`src/rtl/cbus_arbiter_pkg.sv`:
```
// Shared cache-bus types for the requester/memory arbiter: request/response
// structs, the arbiter state encoding and the grant-index width helper.
package cbus_arbiter_pkg;

  localparam int CBUS_ADDR_W  = 32;
  localparam int CBUS_DATA_W  = 64;
  localparam int CBUS_STRB_W  = 8;
  localparam int CBUS_SIZE_W  = 3;
  localparam int CBUS_LEN_W   = 4;
  localparam int CBUS_NUM_REQ = 2;

  typedef struct packed {
    logic                   valid;
    logic                   is_write;
    logic [CBUS_SIZE_W-1:0] size;
    logic [CBUS_ADDR_W-1:0] addr;
    logic [CBUS_STRB_W-1:0] strobe;
    logic [CBUS_DATA_W-1:0] data;
    logic [CBUS_LEN_W-1:0]  len;
  } cbus_req_t;

  typedef struct packed {
    logic                   ready;
    logic                   last;
    logic [CBUS_DATA_W-1:0] data;
  } cbus_resp_t;

  typedef enum logic {
    ARB_IDLE = 1'b0,
    ARB_BUSY = 1'b1
  } arb_state_t;

  // A single requester still needs one bit to hold its index.
  function automatic int idx_w(input int n);
    return (n > 1) ? $clog2(n) : 1;
  endfunction

  typedef logic [idx_w(CBUS_NUM_REQ)-1:0] cbus_owner_t;

endpackage

```
`src/rtl/cbus_arbiter_if.sv`:
```
// Bundle of requester-side and memory-side cache-bus signals around the arbiter.
// Handshake: a beat transfers on a cycle where the owner's request has valid=1
// and iresp.ready=1; iresp.last marks the final beat of the burst.
interface cbus_arbiter_if import cbus_arbiter_pkg::*; #(
  parameter int NUM_REQ = 2
);
  localparam int IW = idx_w(NUM_REQ);

  cbus_req_t     ireqs  [NUM_REQ];
  cbus_resp_t    oresps [NUM_REQ];
  cbus_req_t     oreq;
  cbus_resp_t    iresp;
  logic [IW-1:0] owner;
  logic          busy;
  arb_state_t    state;

  modport master (
    input  ireqs, iresp,
    output oresps, oreq, owner, busy, state
  );

  modport slave (
    output ireqs, iresp,
    input  oresps, oreq, owner, busy, state
  );
endinterface

```
`src/rtl/cbus_arbiter_rr_pick.sv`:
```
// Round-robin priority encoder: first set bit of valid_i at or after ptr_i,
// wrapping modulo NUM_REQ.
module cbus_arbiter_rr_pick import cbus_arbiter_pkg::*; #(
  parameter int NUM_REQ = 2,
  localparam int IW = idx_w(NUM_REQ)
) (
  input  logic [NUM_REQ-1:0] valid_i,
  input  logic [IW-1:0]      ptr_i,
  output logic [IW-1:0]      idx_o,
  output logic               any_o
);

  int cand;

  // Walk from the farthest candidate to the nearest so the nearest valid wins.
  always_comb begin
    idx_o = '0;
    any_o = 1'b0;
    cand  = 0;
    for (int k = NUM_REQ - 1; k >= 0; k--) begin
      cand = int'(ptr_i) + k;
      if (cand >= NUM_REQ) cand = cand - NUM_REQ;
      if (valid_i[cand[IW-1:0]]) begin
        idx_o = cand[IW-1:0];
        any_o = 1'b1;
      end
    end
  end

endmodule

```
`src/rtl/cbus_arbiter.sv`:
```
// Cache-bus arbiter: grants one requester a whole burst on the shared memory
// bus, with an IDLE gap between bursts and optional round-robin fairness.
module cbus_arbiter import cbus_arbiter_pkg::*; #(
  parameter int NUM_REQ   = 2,
  parameter bit RR_ENABLE = 1'b1
) (
  input  logic           clk,
  input  logic           reset,
  cbus_arbiter_if.master bus
);

  localparam int IW = idx_w(NUM_REQ);

  arb_state_t         state_q, state_d;
  logic [IW-1:0]      owner_q, owner_d;
  logic [IW-1:0]      ptr_q, ptr_d;
  logic [IW-1:0]      ptr_eff;
  logic [IW-1:0]      pick_idx;
  logic               pick_any;
  logic               burst_done;
  logic [NUM_REQ-1:0] req_valid;
  cbus_req_t          oreq_c;
  cbus_resp_t         oresps_c [NUM_REQ];

  for (genvar g = 0; g < NUM_REQ; g++) begin : g_valid
    assign req_valid[g]  = bus.ireqs[g].valid;
    assign bus.oresps[g] = oresps_c[g];
  end

  assign ptr_eff    = RR_ENABLE ? ptr_q : '0;
  assign burst_done = bus.iresp.ready & bus.iresp.last;

  cbus_arbiter_rr_pick #(.NUM_REQ(NUM_REQ)) u_pick (
    .valid_i (req_valid),
    .ptr_i   (ptr_eff),
    .idx_o   (pick_idx),
    .any_o   (pick_any)
  );

  always_ff @(posedge clk or posedge reset) begin
    if (reset) begin
      state_q <= ARB_IDLE;
      owner_q <= '0;
      ptr_q   <= '0;
    end else begin
      state_q <= state_d;
      owner_q <= owner_d;
      ptr_q   <= ptr_d;
    end
  end

  // Outputs depend only on the registered state, so IDLE always shows a
  // zero request and a fresh grant appears one cycle after arbitration.
  always_comb begin
    state_d = state_q;
    owner_d = owner_q;
    ptr_d   = ptr_q;
    oreq_c  = '0;
    for (int i = 0; i < NUM_REQ; i++) oresps_c[i] = '0;
    case (state_q)
      ARB_IDLE: begin
        if (pick_any) begin
          owner_d = pick_idx;
          state_d = ARB_BUSY;
        end
      end
      ARB_BUSY: begin
        oreq_c            = bus.ireqs[owner_q];
        oresps_c[owner_q] = bus.iresp;
        if (burst_done) begin
          state_d = ARB_IDLE;
          if (RR_ENABLE) begin
            ptr_d = (owner_q == IW'(NUM_REQ - 1)) ? '0 : owner_q + IW'(1);
          end else begin
            ptr_d = '0;
          end
        end
      end
    endcase
  end

  assign bus.oreq  = oreq_c;
  assign bus.owner = owner_q;
  assign bus.busy  = (state_q == ARB_BUSY);
  assign bus.state = state_q;

endmodule

```
`src/flat_wrapper.sv`:
```
// flat-port wrapper written by rule: the top's interface ports become plain ports
module cbus_arbiter_flat import cbus_arbiter_pkg::*;
#(
  parameter int NUM_REQ   = 2,
  parameter bit RR_ENABLE = 1'b1
)
  (clk, reset, bus_ireqs, bus_iresp, bus_oresps, bus_oreq, bus_owner, bus_busy, bus_state);
  cbus_arbiter_if #(.NUM_REQ(NUM_REQ)) bus_i ();
  input  logic clk;
  input  logic reset;
  input wire logic [$bits(bus_i.ireqs)-1:0] bus_ireqs;
  input wire logic [$bits(bus_i.iresp)-1:0] bus_iresp;
  output wire logic [$bits(bus_i.oresps)-1:0] bus_oresps;
  output wire logic [$bits(bus_i.oreq)-1:0] bus_oreq;
  output wire logic [$bits(bus_i.owner)-1:0] bus_owner;
  output wire logic [$bits(bus_i.busy)-1:0] bus_busy;
  output wire logic [$bits(bus_i.state)-1:0] bus_state;
  assign bus_i.ireqs = {>>{bus_ireqs}};
  assign bus_i.iresp = bus_iresp;
  assign bus_oresps = {>>{bus_i.oresps}};
  assign bus_oreq = bus_i.oreq;
  assign bus_owner = bus_i.owner;
  assign bus_busy = bus_i.busy;
  assign bus_state = bus_i.state;
  cbus_arbiter #(.NUM_REQ(NUM_REQ), .RR_ENABLE(RR_ENABLE)) u_core (.clk(clk), .reset(reset), .bus(bus_i));
endmodule
```
`config.mk`:
```
export PLATFORM = sky130hd
export DESIGN_NAME = cbus_arbiter_flat
export DESIGN_NICKNAME = d
export VERILOG_FILES = /design/src/rtl/cbus_arbiter_pkg.sv /design/src/rtl/cbus_arbiter_if.sv /design/src/rtl/cbus_arbiter_rr_pick.sv /design/src/rtl/cbus_arbiter.sv /design/src/flat_wrapper.sv
export SDC_FILE = /design/constraint.sdc
export NUM_CORES = 1
export LEC_CHECK = 0
export CAP_MARGIN = 25
export CORE_AREA = 2 2 213 215
export CTS_CLUSTER_SIZE = 12
export DETAILED_ROUTE_END_ITERATION = 16
export DIE_AREA = 0 0 215 217
export SYNTH_ARGS = -nofsm -noshare
export SYNTH_HDL_FRONTEND = slang
export SYNTH_HIERARCHICAL = 1
export SYNTH_SLANG_ARGS = --single-unit
```
`constraint.sdc`:
```
create_clock -name clk -period 1.6 [get_ports clk]
set_clock_uncertainty 0.2 [all_clocks]
set_input_delay 0.32 -clock clk [delete_from_list [all_inputs] [get_ports clk]]
set_output_delay 0.32 -clock clk [all_outputs]
set_load 0.05 [all_outputs]
```
==> results.json, run 1 <==
{
  "fin_nets": 1276,
  "grt_overflow": 0,
  "routed_wl_um": 30200,
  "hpwl_um": 25500,
  "ys_warn_count": 6,
  "track_usage_pct": 11.5,
  "ys_types": 15,
  "design_area_um2": 14000,
  "required_ps": 1080,
  "wl_per_cell_um": 19.1,
  "period_share_pct": 139,
  "placed_area_um2": 13000,
  "worst-endpoint-arrival_ps": 1710,
  "coreArea_um2": 44700,
  "timing.final.max_slew_violations": 0,
  "p_per_area_nw_per_um2": 1220,
  "die_w_um": 215,
  "path_max_fanout": 18,
  "insertion_delay_ps": 220,
  "first_pass_iters": 4,
  "cts_buffers": 3,
  "yosysSeqAreaShare_pct": 2.46,
  "drt_iter0_markers": 158,
  "fin_util_pct": 31.4,
  "crit_type": "reg2out",
  "p_leak_nw": 5.90,
  "cp-start-kind": "flip-flop",
  "hold_class": "in2async",
  "synth.avg_cell_area_um2": 7.26,
  "grt_max_degree": 61,
  "fmaxAchievable_ghz": 0.448,
  "tightest_slew_ps": 260,
  "min_period_ps": 2230,
  "syn_area_um2": 3050,
  "ant_nets": 0,
  "p_total_mw": 17.1,
  "hold_viol_final": 0,
  "area_delta_synth_final_pct": 360,
  "cts.sinks": 3,
  "gp_congestion": 0.847,
  "vdd_drop_max_mv": 0.575,
  "die_h_um": 217,
  "post_drt_via_cell_ratio": 3.41,
  "ys_ff_latch": 3,
  "synth_nets": 714,
  "initial_core_util_pct": 6.82,
  "placement_rows": 78,
  "grt_pass1_vias": 5690,
  "violations": "negative setup slack",
  "fill_cells": 4562,
  "cts_tree": "built",
  "cap_violations": 0,
  "htreeDepth": 1,
  "r2r_setup_slack_ps": 0,
  "endpoint_kind": "output pin",
  "clk_pin_slew_ps": 30,
  "grt_pass1_wl_um": 39700,
  "antenna_found_initial": 4,
  "clock_path_buffers": 2,
  "drive_gt1_share_pct": 65.7,
  "num_vias": 5399,
  "reg2reg_from": "u_core/bus.owner",
  "ios": 542,
  "slew_headroom_pct": 82.2,
  "drcViolationCount": 0,
  "netlist_instances": 420,
  "run_status": "complete, but fails checks",
  "ctsHoldBuffers": 0,
  "setup_violations": 249,
  "io_buffer_count": 541,
  "clock_tree.root_cell": "clkbuf_16",
  "dieArea_um2": 46700,
  "r2r-end": "u_core/bus.owner",
  "r2r_cells": 3,
  "layout_setup_ws_ps": -632,
  "rsz0062_at_grt": "true"
}
-- worst max-delay path, cell delays in order, from the launching register on --
cell and delay [ps]:
dfrtp_4 550, buf_16 200, buf_4 160, mux2i_2 150
nor2b_2 200, buf_12 170
-- registers in the layout, summed over array words and instances (netlist names) --
| register | cells |
|---|---|
| u_core/bus.busy | 1 |
| u_core/bus.owner | 1 |
| u_core/ptr_eff | 1 |
-- cell families after synthesis --
family / after synthesis / share of synthesized area, %
simple gates: 249 / 51.1
mux: 115 / 37.8
buf+inv: 51 / 8.17
flops: 3 / 2.46
compound gates: 2 / 0.493
-- area by class of cell --
| type | count | area, um^2 | area share [%] |
|---|---|---|---|
| multi-input cells | 366 | 4330 | 30.9 |
| flip-flops and latches | 3 | 82.6 | 0.589 |
| repair buffers | 605 | 8760 | 62.5 |
| clock buffers | 4 | 78.8 | 0.562 |
| diodes | 1 | 2.50 | 0.0179 |
| inverters | 3 | 11.3 | 0.0803 |
| well taps | 600 | 751 | 5.36 |
-- where the power goes --
group          leakage (nW)  total, mW  switching (mW)  internal (mW)
sequential           0.0321      0.159          0.0520          0.107
clock                0.0382      0.396          0.0671          0.329
combinational          5.83       16.6            8.17           8.39
total                  5.90       17.1            8.29           8.82
-- Yosys cell counts (all sizes together) --
master	number	area share, %
buf	20	4.4
inv	3	0.37
mux2i	114	37
nand3	1	0.16
mux2	1	0.37
clkbuf	28	3.4
or2	1	0.21
o21a	1	0.25
nor2b	115	24
a21boi	1	0.25
dfrtp	3	2.5
and2	66	14
and3	66	14
-- per-layer routing --
metal	part of all wire [%]	wire length, um	GRT usage (%)
met2	53	15800	21.4
met5	0.036	11	0
met3	7.7	2320	2.71
met4	3.4	1020	4.28
met1	36	11000	12.7
-- layout by cell type, fill, tap and decap left out, types with 2 or more instances in the layout --
| cell | instances |
|---|---|
| clkdlybuf4s50_1 | 293 |
| buf_12 | 256 |
| nor2b_4 | 73 |
| and2_4 | 66 |
| mux2i_2 | 55 |
| and3_4 | 48 |
| nor2b_2 | 41 |
| mux2i_1 | 34 |
| buf_4 | 30 |
| mux2i_4 | 25 |
| and3_2 | 18 |
| buf_6 | 11 |
| clkbuf_16 | 10 |
| buf_16 | 5 |
| buf_8 | 3 |
| inv_1 | 3 |
| dfrtp_4 | 2 |
-- per-stage QoR --
stage / TNS, ps / setup WS [ps] / std cells / hold slack, ps
6_report: -136510 / -632 / 1582 / 72.9
5_1_grt: -153660 / -680 / 1582 / 83.3
4_1_cts: -133340 / -608 / 1567 / 81.9
3_5_place_dp: -73430 / -423 / 1561 / 315
3_3_place_gp: -71410 / -403 / 1561 / 313
2_1_floorplan: -76880 / -471 / 420 / -126
-- worst max path at each step --
stage                startpoint              end  slack (ps)
5_1_grt        u_core/bus.owner  bus_oresps[105]        -680
2_1_floorplan  u_core/bus.owner     bus_oreq[85]        -470
4_1_cts        u_core/bus.owner     bus_oreq[81]        -610
6_report       u_core/bus.owner     bus_oreq[49]        -630
3_5_place_dp   u_core/bus.owner     bus_oreq[95]        -420
3_3_place_gp      bus_ireqs[47]     bus_oreq[47]        -400
-- what timing repair did --
item                       CTS  global route
buffers inserted             1             8
gates cloned                 1             9
resized for setup           66            81
setup endpoints to repair  248           250
pin swaps                    3            20
Note: power is estimated with default switching activity, not from simulation.
==> run 2, diff against run 1 <==
- GPL_ROUTABILITY_DRIVEN: not set -> 0
==> results of run 2 <==
The final DEF is identical to that of run 1; final timing and power are the same.
